[src/rtl/alu_sequencer_if.sv]
// Bundle between the ALU issue controller, the decoder side and the ALU units.
// slave = sequencer view, master = decoder/unit environment view.
interface alu_sequencer_if;
    logic       start;
    logic [3:0] opcode;
    logic [7:0] a_in;
    logic [7:0] b_in;
    logic [7:0] op_a;
    logic [7:0] op_b;
    logic [6:0] unit_en;
    logic [7:0] shf_d;
    logic [1:0] shftd_en;
    logic [7:0] res_bus;
    logic [4:0] flg_bus;
    logic       busy;
    logic       done;
    logic       err;
    logic [7:0] result;
    logic [4:0] flags;

    modport slave (
        input  start, opcode, a_in, b_in,
        input  res_bus, flg_bus,
        output op_a, op_b, unit_en, shf_d, shftd_en,
        output busy, done, err, result, flags
    );

    modport master (
        output start, opcode, a_in, b_in,
        output res_bus, flg_bus,
        input  op_a, op_b, unit_en, shf_d, shftd_en,
        input  busy, done, err, result, flags
    );
endinterface

[src/rtl/alu_sequencer.sv]
// Issue controller for the 8-bit ALU units: one op per start pulse,
// one unit enabled at a time, iterative shifts, registered result/flags.
module alu_sequencer #(
    parameter int unsigned SHAMT_W  = 3,
    parameter bit          TRAP_ILL = 1'b1
) (
    input  logic           clk,
    input  logic           rst_n,
    alu_sequencer_if.slave sq
);

    localparam logic [3:0] OP_ADD = 4'd0;
    localparam logic [3:0] OP_SUB = 4'd1;
    localparam logic [3:0] OP_CMP = 4'd2;
    localparam logic [3:0] OP_AND = 4'd3;
    localparam logic [3:0] OP_OR  = 4'd4;
    localparam logic [3:0] OP_XOR = 4'd5;
    localparam logic [3:0] OP_SHL = 4'd6;
    localparam logic [3:0] OP_SHR = 4'd7;

    localparam int FC = 4;
    localparam int FZ = 3;
    localparam int FN = 2;

    typedef enum logic [2:0] {
        S_IDLE,
        S_EXEC,
        S_LOAD,
        S_SHIFT,
        S_DONE
    } state_t;

    state_t             state_q, state_d;
    logic [3:0]         opc_q, opc_d;
    logic [7:0]         op_a_q, op_a_d;
    logic [7:0]         op_b_q, op_b_d;
    logic [SHAMT_W-1:0] cnt_q, cnt_d;
    logic [7:0]         result_q, result_d;
    logic [4:0]         flags_q, flags_d;
    logic               err_q, err_d;

    logic [6:0] unit_sel;
    logic [6:0] unit_en;
    logic [7:0] shf_d;
    logic [7:0] shf_next;
    logic [1:0] shftd_en;
    logic       busy;
    logic       done;
    logic       is_shl;

    always_comb begin
        unit_sel = '0;
        unique case (1'b1)
            (opc_q == OP_ADD): unit_sel = 7'b000_0001;
            (opc_q == OP_SUB): unit_sel = 7'b000_0010;
            (opc_q == OP_CMP): unit_sel = 7'b000_0100;
            (opc_q == OP_AND): unit_sel = 7'b000_1000;
            (opc_q == OP_OR):  unit_sel = 7'b001_0000;
            (opc_q == OP_XOR): unit_sel = 7'b010_0000;
            (opc_q == OP_SHL),
            (opc_q == OP_SHR): unit_sel = 7'b100_0000;
            default:           unit_sel = '0;
        endcase
    end

    assign is_shl = (opc_q == OP_SHL);

    // The shifter's q comes back on res_bus while it is enabled.
    assign shf_next = is_shl ? {sq.res_bus[6:0], 1'b0}
                             : {1'b0, sq.res_bus[7:1]};

    always_comb begin
        state_d  = state_q;
        opc_d    = opc_q;
        op_a_d   = op_a_q;
        op_b_d   = op_b_q;
        cnt_d    = cnt_q;
        result_d = result_q;
        flags_d  = flags_q;
        err_d    = err_q;
        unit_en  = '0;
        shf_d    = '0;
        shftd_en = 2'b00;
        busy     = 1'b0;
        done     = 1'b0;

        case (state_q)
            S_IDLE: begin
                if (sq.start) begin
                    opc_d  = sq.opcode;
                    op_a_d = sq.a_in;
                    op_b_d = sq.b_in;
                    cnt_d  = sq.b_in[SHAMT_W-1:0];
                    err_d  = 1'b0;
                    if (sq.opcode < OP_SHL) begin
                        state_d = S_EXEC;
                    end else if (sq.opcode <= OP_SHR) begin
                        state_d = S_LOAD;
                    end else begin
                        state_d = S_DONE;
                        err_d   = TRAP_ILL;
                    end
                end
            end

            S_EXEC: begin
                busy    = 1'b1;
                unit_en = unit_sel;
                state_d = S_DONE;
                unique case (1'b1)
                    (opc_q == OP_ADD),
                    (opc_q == OP_SUB): begin
                        result_d = sq.res_bus;
                        flags_d  = sq.flg_bus;
                    end
                    (opc_q == OP_CMP): begin
                        flags_d[FZ] = sq.flg_bus[FZ];
                    end
                    (opc_q == OP_AND),
                    (opc_q == OP_OR),
                    (opc_q == OP_XOR): begin
                        result_d    = sq.res_bus;
                        flags_d[FZ] = sq.flg_bus[FZ];
                        flags_d[FN] = sq.flg_bus[FN];
                    end
                    default: ;
                endcase
            end

            S_LOAD: begin
                busy    = 1'b1;
                unit_en = unit_sel;
                shf_d   = op_a_q;
                if (cnt_q == '0) begin
                    state_d     = S_DONE;
                    result_d    = op_a_q;
                    flags_d[FC] = 1'b0;
                    flags_d[FZ] = (op_a_q == 8'h00);
                    flags_d[FN] = op_a_q[7];
                end else begin
                    state_d = S_SHIFT;
                end
            end

            S_SHIFT: begin
                busy        = 1'b1;
                unit_en     = unit_sel;
                shf_d       = shf_next;
                shftd_en    = is_shl ? 2'b10 : 2'b01;
                flags_d[FC] = sq.flg_bus[FC];
                cnt_d       = cnt_q - SHAMT_W'(1);
                // Z/N describe the value the shifter holds after this step.
                if (cnt_q == SHAMT_W'(1)) begin
                    state_d     = S_DONE;
                    result_d    = shf_next;
                    flags_d[FZ] = (shf_next == 8'h00);
                    flags_d[FN] = shf_next[7];
                end
            end

            S_DONE: begin
                done    = 1'b1;
                state_d = S_IDLE;
            end

            default: state_d = S_IDLE;
        endcase
    end

    always_ff @(posedge clk or negedge rst_n) begin
        if (!rst_n) begin
            state_q  <= S_IDLE;
            opc_q    <= '0;
            op_a_q   <= '0;
            op_b_q   <= '0;
            cnt_q    <= '0;
            result_q <= '0;
            flags_q  <= '0;
            err_q    <= 1'b0;
        end else begin
            state_q  <= state_d;
            opc_q    <= opc_d;
            op_a_q   <= op_a_d;
            op_b_q   <= op_b_d;
            cnt_q    <= cnt_d;
            result_q <= result_d;
            flags_q  <= flags_d;
            err_q    <= err_d;
        end
    end

    assign sq.op_a     = op_a_q;
    assign sq.op_b     = op_b_q;
    assign sq.unit_en  = unit_en;
    assign sq.shf_d    = shf_d;
    assign sq.shftd_en = shftd_en;
    assign sq.busy     = busy;
    assign sq.done     = done;
    assign sq.err      = err_q;
    assign sq.result   = result_q;
    assign sq.flags    = flags_q;

`ifndef SYNTHESIS
    a_unit_onehot: assert property (
        @(posedge clk) disable iff (!rst_n) $onehot0(unit_en));
    a_shftd_legal: assert property (
        @(posedge clk) disable iff (!rst_n) shftd_en != 2'b11);
    a_done_idle: assert property (
        @(posedge clk) disable iff (!rst_n) done |-> (!busy && unit_en == '0));
`endif

endmodule
[src/flat_wrapper.sv]
// flat-port wrapper written by rule: the top's interface ports become plain ports
module alu_sequencer_flat 
#(
    parameter int unsigned SHAMT_W  = 3,
    parameter bit          TRAP_ILL = 1'b1
)
  (clk, rst_n, sq_start, sq_opcode, sq_a_in, sq_b_in, sq_res_bus, sq_flg_bus, sq_op_a, sq_op_b, sq_unit_en, sq_shf_d, sq_shftd_en, sq_busy, sq_done, sq_err, sq_result, sq_flags);
  alu_sequencer_if sq_i ();
  input  logic clk;
  input  logic rst_n;
  input wire logic [$bits(sq_i.start)-1:0] sq_start;
  input wire logic [$bits(sq_i.opcode)-1:0] sq_opcode;
  input wire logic [$bits(sq_i.a_in)-1:0] sq_a_in;
  input wire logic [$bits(sq_i.b_in)-1:0] sq_b_in;
  input wire logic [$bits(sq_i.res_bus)-1:0] sq_res_bus;
  input wire logic [$bits(sq_i.flg_bus)-1:0] sq_flg_bus;
  output wire logic [$bits(sq_i.op_a)-1:0] sq_op_a;
  output wire logic [$bits(sq_i.op_b)-1:0] sq_op_b;
  output wire logic [$bits(sq_i.unit_en)-1:0] sq_unit_en;
  output wire logic [$bits(sq_i.shf_d)-1:0] sq_shf_d;
  output wire logic [$bits(sq_i.shftd_en)-1:0] sq_shftd_en;
  output wire logic [$bits(sq_i.busy)-1:0] sq_busy;
  output wire logic [$bits(sq_i.done)-1:0] sq_done;
  output wire logic [$bits(sq_i.err)-1:0] sq_err;
  output wire logic [$bits(sq_i.result)-1:0] sq_result;
  output wire logic [$bits(sq_i.flags)-1:0] sq_flags;
  assign sq_i.start = sq_start;
  assign sq_i.opcode = sq_opcode;
  assign sq_i.a_in = sq_a_in;
  assign sq_i.b_in = sq_b_in;
  assign sq_i.res_bus = sq_res_bus;
  assign sq_i.flg_bus = sq_flg_bus;
  assign sq_op_a = sq_i.op_a;
  assign sq_op_b = sq_i.op_b;
  assign sq_unit_en = sq_i.unit_en;
  assign sq_shf_d = sq_i.shf_d;
  assign sq_shftd_en = sq_i.shftd_en;
  assign sq_busy = sq_i.busy;
  assign sq_done = sq_i.done;
  assign sq_err = sq_i.err;
  assign sq_result = sq_i.result;
  assign sq_flags = sq_i.flags;
  alu_sequencer #(.SHAMT_W(SHAMT_W), .TRAP_ILL(TRAP_ILL)) u_core (.clk(clk), .rst_n(rst_n), .sq(sq_i));
endmodule
[config.mk]
export PLATFORM = sky130hd
export DESIGN_NAME = alu_sequencer_flat
export DESIGN_NICKNAME = d
export VERILOG_FILES = /design/src/rtl/alu_sequencer_if.sv /design/src/rtl/alu_sequencer.sv /design/src/flat_wrapper.sv
export SDC_FILE = /design/constraint.sdc
export NUM_CORES = 1
export LEC_CHECK = 0
export CORE_AREA = 3 3 85 63
export DETAILED_ROUTE_END_ITERATION = 8
export DIE_AREA = 0 0 88 66
export DONT_BUFFER_PORTS = 1
export PLACE_DENSITY_LB_ADDON = 0.05
export SLEW_MARGIN = 20
export SYNTH_ARGS = -nofsm -noshare
export SYNTH_HDL_FRONTEND = slang
export SYNTH_SLANG_ARGS = --single-unit
[constraint.sdc]
create_clock -name clk -period 5 [get_ports clk]
set_input_delay 1 -clock clk [delete_from_list [all_inputs] [get_ports clk]]
set_output_delay 1 -clock clk [all_outputs]
set_load 0.005 [all_outputs]
Yosys cells after proc, flatten, opt, wreduce, memory -nomap -nowiden
Index checks and enable logic that the tools add are counted.

word-level totals
  register bits = 40
  input bits = 36
  output and inout bits = 49

cells by class
  add/sub/neg operators = 1
  magnitude comparators = 2
  equality and inequality tests = 18
  multiplexer cells = 28
  reduce and logical (&&, ||, !) cells = 19

operators by type and width
  kind                  count
  $pmux W7 S7           1
  $mux W8               4
  $pmux W8 S3           1
  $mux W3               7
  $eq A4 B3 Y1 const B  4
  $logic_not A8 Y1      2
  $pmux W8 S2           1
  $pmux W3 S4           1
  $pmux W3 S3           1
  $eq A4 B2 Y1 const B  2
  $ne A2 B2 Y1 const B  4
  $reduce_and A2 Y1     4
  $reduce_and A4 Y1     2
  $mux W1               7
  $mux W7               1
  $eq A3 B1 Y1 const B  2
  $eq A3 B2 Y1 const B  2
  $logic_not A3 Y1      2
  $mux W2               3
  $pmux W3 S2           1
  $reduce_or A6 Y1      1
  $reduce_or A5 Y1      1
  $eq A4 B1 Y1 const B  1
  $le A4 B3 Y1 const B  1
  other kinds (10)      12

Depth between registers and ports, before layout
Gate-level depths: netlist of the first run.

  depth in word-level cells = 5
  mapped depth = 7

Least setup slack after synthesis of the first run
OpenSTA, ideal clock, no wires.

  path kind = input port to output port
  start point = input port sq_res_bus[3]
  end point = output port sq_shf_d[4]
  arrival time = 1.394 ns
  path slack = 2.606 ns
  stages = 3
  path buffers = 0
  path through = nand2b_1 > mux2i_1 > nor3_1

between the ends
  word-level cells in the longest chain between the ends = 2

ends and longest elaborated chain
  element             line                 RTL
  start: declaration  flat_wrapper.sv:15   input wire logic [$bits(sq_i.res_bus)-1:0] sq_res_bus;
  $mux W8             alu_sequencer.sv:69  assign shf_next = is_shl ? {sq.res_bus[6:0], 1'b0}
  $pmux W8 S2         alu_sequencer.sv:87  case (state_q)
  end: declaration    flat_wrapper.sv:20   output wire logic [$bits(sq_i.shf_d)-1:0] sq_shf_d;

Every way passes these cells.

Worst setup path after layout of the first run
  start point = register u_core.state_q[0]
  end point = output port sq_unit_en[0]

between the ends
  word-level cells in the longest chain between the ends = 3
  elaborated cells between the ends (all ways) = 5

ends and longest elaborated chain
  element                                              line                  RTL
  start: declaration                                   alu_sequencer.sv:33   state_t state_q, state_d;
  start signal: assignment                             alu_sequencer.sv:181  state_q <= state_d;
  $eq A3 B1 Y1 / $eq A3 B2 Y1 (equally long branches)  alu_sequencer.sv:87
  $reduce_or A3 Y1 (no source line) *                  -
  $mux W7 *                                            alu_sequencer.sv:87
  end: declaration                                     flat_wrapper.sv:19    output wire logic [$bits(sq_i.unit_en)-1:0] sq_unit_en;

Every way passes the cells marked *; elsewhere a longest branch is shown, timed or not.

==> out/results.txt, run 1 <==
flops & latches, synth: 40
first-pass iteration count of the detailed router: 4
clock network power share: 16.1%
vias in the first global route: 1542
Placement Setup Slack: 2.18 ns
TritonCTS clock tree: done
vias per cell: 5.52
post-CTS sizing: 0
P_sw: 0.000526 W
clock buffer count from CTS: 5
largest net degree at the start of global routing: 41
antenna viol nets, final: 0
Placed Area: 0.00222 sq mm
Slew HR: 37.5%
max-slew violations: 0
fmax: 0.319 GHz
setup TNS: 0 ns
share of layout cells above drive strength 1: 8.87%
io pins: 85
Final period util: 62.7%
CTS Root Cell: clkbuf_8
reg-to-reg setup timing slack: 2.53 ns
CTS Buffer Depth: 2
WL per Instance: 17.1 um
Max VDD drop: 0.219 mV
R2R cell count: 4
FF-to-FF End: u_core.cnt_q[0]$_DFFE_PN0P_
startpoint types: flip-flop
cts hold-fix bufs: 0
DP Wirelength: 3.77 mm
EDFF count, synth: 0
CTS sink cnt: 40
CP endpoint: sq_unit_en[0]
syn avg cell area: 8.62 sq um
GPL Wtd Cong: 0.891
Port Buffers: 0
worst endpoint required time: 4.00 ns
most common cell in the netlist: nand2_1
Synth async-reset ratio: 100%
Post-synth top cells: nand2_1, dfrtp_1, nor2_1, nor3_1
syn nets: 294
Vias: 1685
Yosys Warn Count: 0
Int Pwr: 0.000752 W
die extent in x: 88 um
Final Hold Viols: 0
final instance area: 0.00230 sq mm
worst r2r src: u_core.state_q[0]$_DFFE_PN0P_
Crit. Startpoint: u_core.state_q[0]$_DFFE_PN0P_
status: finished, final reports clean
top post-synthesis cells by area: dfrtp_1, nand2_1, mux2_2
Worst Max-Slew Pin Slew: 0.934 ns
leakage: 1.02 nW
Arr. time, crit path: 2.13 ns
max-cap violations: 0
fin cells: 305
final setup margin: 1.87 ns
Syn-to-layout area delta: 4.67%
Iter 0 DRT Violations: 147
Seq pwr share: 52.1%
placed cells: 298
Yosys top cell by area: dfrtp_1
GRT Util Overall: 18.5%
Seq/Total Area, Yosys: 45.5%
antenna violations before repair: 0
Placement Rows: 21
switch share: 41.2%
Die Y: 66 um
number of fill cells: 447
Nets: 287
Tmin final: 3.13 ns
post-synthesis cell area: 0.00220 sq mm
Pwr Density: 555 mW/mm^2
Post-Route WL: 5.23 mm
nature of the critical path endpoint: primary output
Clk Latency, worst-skew pair: 0.29 ns
synthesized instance count: 255
dominant synthesized flop cell: dfrtp_1
first-pass GRT wire length: 8.16 mm
combinational power share: 31.8%
Post-CTS Setup Inserts: 0
DRC Markers: 0
top-area cell type share of the netlist area: 45.5%
n_diodes: 0
final setup vio count: 0
H-tree lvl count: 2
GR Overflow Total: 0
die area: 0.00581 sq mm
RSZ-0062 raised after global routing: false
Reg clk slew, reported paths: 0.08 ns
Min-Delay Path Class: primary input to async pin
synth unique cells: 34
core box area: 0.00465 sq mm
clock skew: 0.00730 ns
worst-path maximum fanout: 31
worst setup path class: flip-flop to primary output
initial core utilization: 47.3%
critical path, stage by stage, from the launching register on:
cell     delay [ns]
dfrtp_1        0.92
nor2_1         0.22
nor4_1         0.39
nor3b_1        0.32
sequential cells by signal, summed over array words and instances, names as in the netlist:
name	flops
u_core.cnt_q	3
u_core.sq.op_a	8
u_core.sq.result	8
u_core.state_q	3
u_core.opc_q	4
u_core.sq.flags	5
u_core.sq.op_b	8
u_core.sq.err	1
cell usage in the layout (no fill, tap or decap):
master / instances
nand2_1: 81
dfrtp_1: 40
a21oi_1: 6
nor2_1: 14
mux2_2: 9
o21ai_0: 9
o22ai_1: 1
and3b_1: 2
nor4b_2: 1
a31oi_1: 5
o211ai_1: 3
and3_1: 2
or4b_4: 1
o32ai_4: 1
clkinv_2: 1
ha_1: 3
nor3b_1: 5
buf_4: 1
nor2b_1: 3
and2_1: 3
or4_1: 1
nor4_1: 4
nand3b_1: 2
a41oi_1: 2
inv_1: 4
and4bb_2: 1
nand4bb_1: 1
nand2_4: 1
clkbuf_8: 5
o31ai_1: 8
nand4_1: 1
clkinvlp_4: 1
nand3_1: 2
nor3_1: 10
nand2b_1: 9
mux2i_1: 5
power groups by stage:
stage / Sequential, W / Combinational, W / Clock [W]
after global placement: 0.000673 / 0.000404 / 0
after CTS: 0.000669 / 0.000410 / 0.000217
after global routing: 0.000697 / 0.000464 / 0.000232
after detailed placement: 0.000672 / 0.000409 / 0
final: 0.000666 / 0.000406 / 0.000205
after floorplan: 0.000587 / 0.000387 / 0
per-layer routing:
layer / GRT usage, % / share of wire (%)
met5: 0 / 0
met4: 5.94 / 0.52
met3: 6.60 / 8.1
met2: 23.2 / 42
met1: 28.6 / 50
how the worst min path moves through the flow:
stage | from | end | slack, ns
3_3_place_gp | u_core.sq.op_b[6]$_DFFE_PN0P_ | u_core.sq.op_b[6]$_DFFE_PN0P_ | 0.49
3_5_place_dp | u_core.sq.op_b[6]$_DFFE_PN0P_ | u_core.sq.op_b[6]$_DFFE_PN0P_ | 0.49
4_1_cts | rst_n | u_core.sq.flags[3]$_DFFE_PN0P_ | 0.38
5_1_grt | rst_n | u_core.sq.flags[3]$_DFFE_PN0P_ | 0.37
2_1_floorplan | u_core.sq.op_b[0]$_DFFE_PN0P_ | u_core.sq.op_b[0]$_DFFE_PN0P_ | 0.47
6_report | rst_n | u_core.sq.result[2]$_DFFE_PN0P_ | 0.39
logic make-up after synthesis:
kind of cell | Yosys count | synth area share [%]
DFF | 40 | 45.5
muxes | 14 | 6.89
buffers and inverters | 19 | 3.59
adders and majority gates | 3 | 1.71
AOI/OAI and AO/OA | 35 | 10.9
and+or+nand+nor | 144 | 31.4
layout make-up:
class | instances | area, sq um | share of cell area, %
Multi-Input combinational cell | 196 | 1120 | 48.9
Sequential cell | 40 | 1000 | 43.5
Timing Repair Buffer | 1 | 7.51 | 0.326
Clock buffer | 5 | 68.8 | 2.99
Inverter | 4 | 15.0 | 0.653
Clock inverter | 2 | 12.5 | 0.544
Tap cell | 57 | 71.3 | 3.10
metrics by stage:
step           hold WS [ns]  total power [W]  util [%]
6_report              0.395          0.00128      49.5
4_1_cts               0.381          0.00130      49.5
2_1_floorplan         0.470         0.000974         -
3_3_place_gp          0.492          0.00108      47.7
3_5_place_dp          0.495          0.00108      47.7
5_1_grt               0.371          0.00139      49.5
(Power assumes the default switching activity.)
==> run 2, diff against run 1 <==
==> constraint.sdc (replaced) <==
create_clock -name clk -period 2.8 [get_ports clk]
set_input_delay 0.56 -clock clk [delete_from_list [all_inputs] [get_ports clk]]
set_output_delay 0.56 -clock clk [all_outputs]
set_load 0.005 [all_outputs]
==> run 2 against run 1 <==
Effect of this change: sequential power is 77% higher; hold slack worse by 0.29 ns; utilization is 1.7 points higher; design area is 3.4% higher; die area stayed put; largest cell class unchanged; highest routed layer unchanged; flip-flop and latch count stayed put; setup slack worse by 1.4 ns; via count is 3.0% higher.
==> out/results.txt, run 2 (same netlist as run 1, synthesis figures left out) <==
setup TNS: 0 ns (unchanged)
Iter 0 DRT Violations: 79 (was 147)
Tmin final: 2.33 ns
FF-to-FF End: u_core.sq.err$_DFFE_PN0P_ (was u_core.cnt_q[0]$_DFFE_PN0P_)
GRT Util Overall: 18.6% (was 18.5%)
Min-Delay Path Class: primary input to async pin (unchanged)
DP Wirelength: 3.96 mm (was 3.77 mm)
most common cell after layout, fill and taps aside: nand2_1 (unchanged)
antenna viol nets, final: 0 (unchanged)
Syn-to-layout area delta: 8.20% (was 4.67%)
Reg clk slew, reported paths: 0.08 ns (about the same)
Pwr Density: 1030 mW/mm^2 (was 555 mW/mm^2)
worst-path maximum fanout: 13 (was 31)
Max VDD drop: 0.446 mV (was 0.219 mV)
antenna violations before repair: 0 (unchanged)
CTS sink cnt: 40 (unchanged)
H-tree lvl count: 2 (unchanged)
Final period util: 83.3%
Worst Max-Slew Pin Slew: 0.660 ns (was 0.934 ns)
leakage: 1.07 nW (was 1.02 nW)
die extent in x: 88 um (unchanged)
RSZ-0062 raised after global routing: false (unchanged)
number of fill cells: 439 (was 447)
CTS Root Cell: clkbuf_8 (unchanged)
Die Y: 66 um (unchanged)
combinational power share: 31.9% (was 31.8%)
share of layout cells above drive strength 1: 10.7% (was 8.87%)
Int Pwr: 0.00146 W (was 0.000752 W)
GPL Wtd Cong: 0.819 (was 0.891)
nature of the critical path endpoint: primary output (unchanged)
GR Overflow Total: 0 (unchanged)
P_sw: 0.000985 W (was 0.000526 W)
io pins: 85 (unchanged)
Vias: 1735 (was 1685)
CTS Buffer Depth: 2 (unchanged)
Crit. Startpoint: u_core.opc_q[1]$_DFFE_PN0P_ (was u_core.state_q[0]$_DFFE_PN0P_)
fmax: 0.429 GHz
clock network power share: 19.8% (was 16.1%)
n_diodes: 0 (unchanged)
Slew HR: 55.8% (was 37.5%)
first-pass GRT wire length: 8.40 mm (was 8.16 mm)
Port Buffers: 0 (unchanged)
R2R cell count: 5 (was 4)
vias in the first global route: 1643 (was 1542)
first-pass iteration count of the detailed router: 4 (unchanged)
fin cells: 310 (was 305)
Seq pwr share: 48.2% (was 52.1%)
initial core utilization: 47.3% (unchanged)
status: finished, final reports clean (unchanged)
vias per cell: 5.60 (was 5.52)
Clk Latency, worst-skew pair: 0.29 ns (about the same)
TritonCTS clock tree: done (unchanged)
largest net degree at the start of global routing: 41 (unchanged)
switch share: 40.3% (was 41.2%)
Arr. time, crit path: 1.77 ns (was 2.13 ns)
clock skew: 0.00745 ns (was 0.00730 ns)
worst setup path class: flip-flop to primary output (unchanged)
clock buffer count from CTS: 5 (unchanged)
worst endpoint required time: 2.24 ns (was 4.00 ns)
max-slew violations: 0 (unchanged)
startpoint types: flip-flop (unchanged)
Nets: 291 (was 287)
final setup vio count: 0 (unchanged)
commonest non-fill, non-tap cells in the layout: nand2_1, dfrtp_1, nor2_1 (unchanged)
max-cap violations: 0 (unchanged)
die area: 0.00581 sq mm (unchanged)
Final Hold Viols: 0 (unchanged)
placed cells: 301 (was 298)
reg-to-reg setup timing slack: 0.81 ns (was 2.53 ns)
WL per Instance: 17.3 um (was 17.1 um)
DRC Markers: 0 (unchanged)
Post-Route WL: 5.36 mm (was 5.23 mm)
worst r2r src: u_core.state_q[0]$_DFFE_PN0P_ (unchanged)
core box area: 0.00465 sq mm (unchanged)
Placement Rows: 21 (unchanged)
-- run 2: cell types whose count changed in the layout (fill, tap and decap cells not counted) --
cell,delta
buf_12,+1
buf_4,+3
bufinv_16,+1
clkinv_2,-1
clkinv_4,+2
clkinvlp_4,-1
-- run 2: metrics by stage --
| step | worst slack, ns | cell area [sq um] | util (%) | power [W] | hold slack (ns) |
|---|---|---|---|---|---|
| after global placement | 0.837 | 2240 | 48.2 | 0.00194 | 0.265 |
| after CTS | 0.476 | 2380 | 51.1 | 0.00246 | 0.103 |
| after detailed placement | 0.800 | 2240 | 48.2 | 0.00196 | 0.265 |
| after global routing | 0.320 | 2380 | 51.1 | 0.00263 | 0.0974 |
| after floorplan | 0.948 | 2200 | - | 0.00174 | 0.264 |
| final | 0.468 | 2380 | 51.1 | 0.00244 | 0.104 |
-- run 2: area by class of cell --
class                   count  area [sq um]  area share [%]
clock buffers               5          68.8            2.89
repair buffers              5          50.0            2.10
clock inverters             3          47.5            2.00
flip-flops and latches     40          1000            42.1
well taps                  57          71.3            3.00
multi-input cells         196          1120            47.3
inverters                   4          15.0           0.631
-- run 2: worst max-delay path by stage --
stage | endpoint | slack [ns] | depth (start not counted)
3_3_place_gp | sq_shf_d[5] | 0.84 | 3
5_1_grt | sq_unit_en[0] | 0.32 | 3
3_5_place_dp | u_core.sq.op_b[6]$_DFFE_PN0P_ | 0.80 | 5
4_1_cts | sq_unit_en[0] | 0.48 | 3
2_1_floorplan | sq_unit_en[0] | 0.95 | 4
6_report | sq_shf_d[1] | 0.47 | 3
-- run 2: critical path, cell delays in order (launching register included) --
cell,delay [ns]
dfrtp_1,0.55
nand4bb_1,0.38
nor3b_1,0.42
nor3_1,0.13
-- run 2: what timing repair did --
item	4_1_cts	5_1_grt
endpoints found under the hold margin	40	0
resized for setup	0	0
buffers inserted	0	0
hold buffers	1	0
-- run 2: power groups by stage --
stage	combinational [W]	clock (W)	sequential (W)
floorplan	0.000690	0	0.00105
finish	0.000781	0.000484	0.00118
global route	0.000891	0.000520	0.00122
global placement	0.000762	0	0.00118
detailed placement	0.000773	0	0.00119
CTS	0.000789	0.000498	0.00118
-- run 2: per-layer routing --
layer,routed length [um],track usage [%],vias to the layer above
met5,0,0,-
met4,44,5.36,0
met2,2210,25.1,59
met1,2780,27.9,801
li1,-,-,871
met3,329,5.85,4
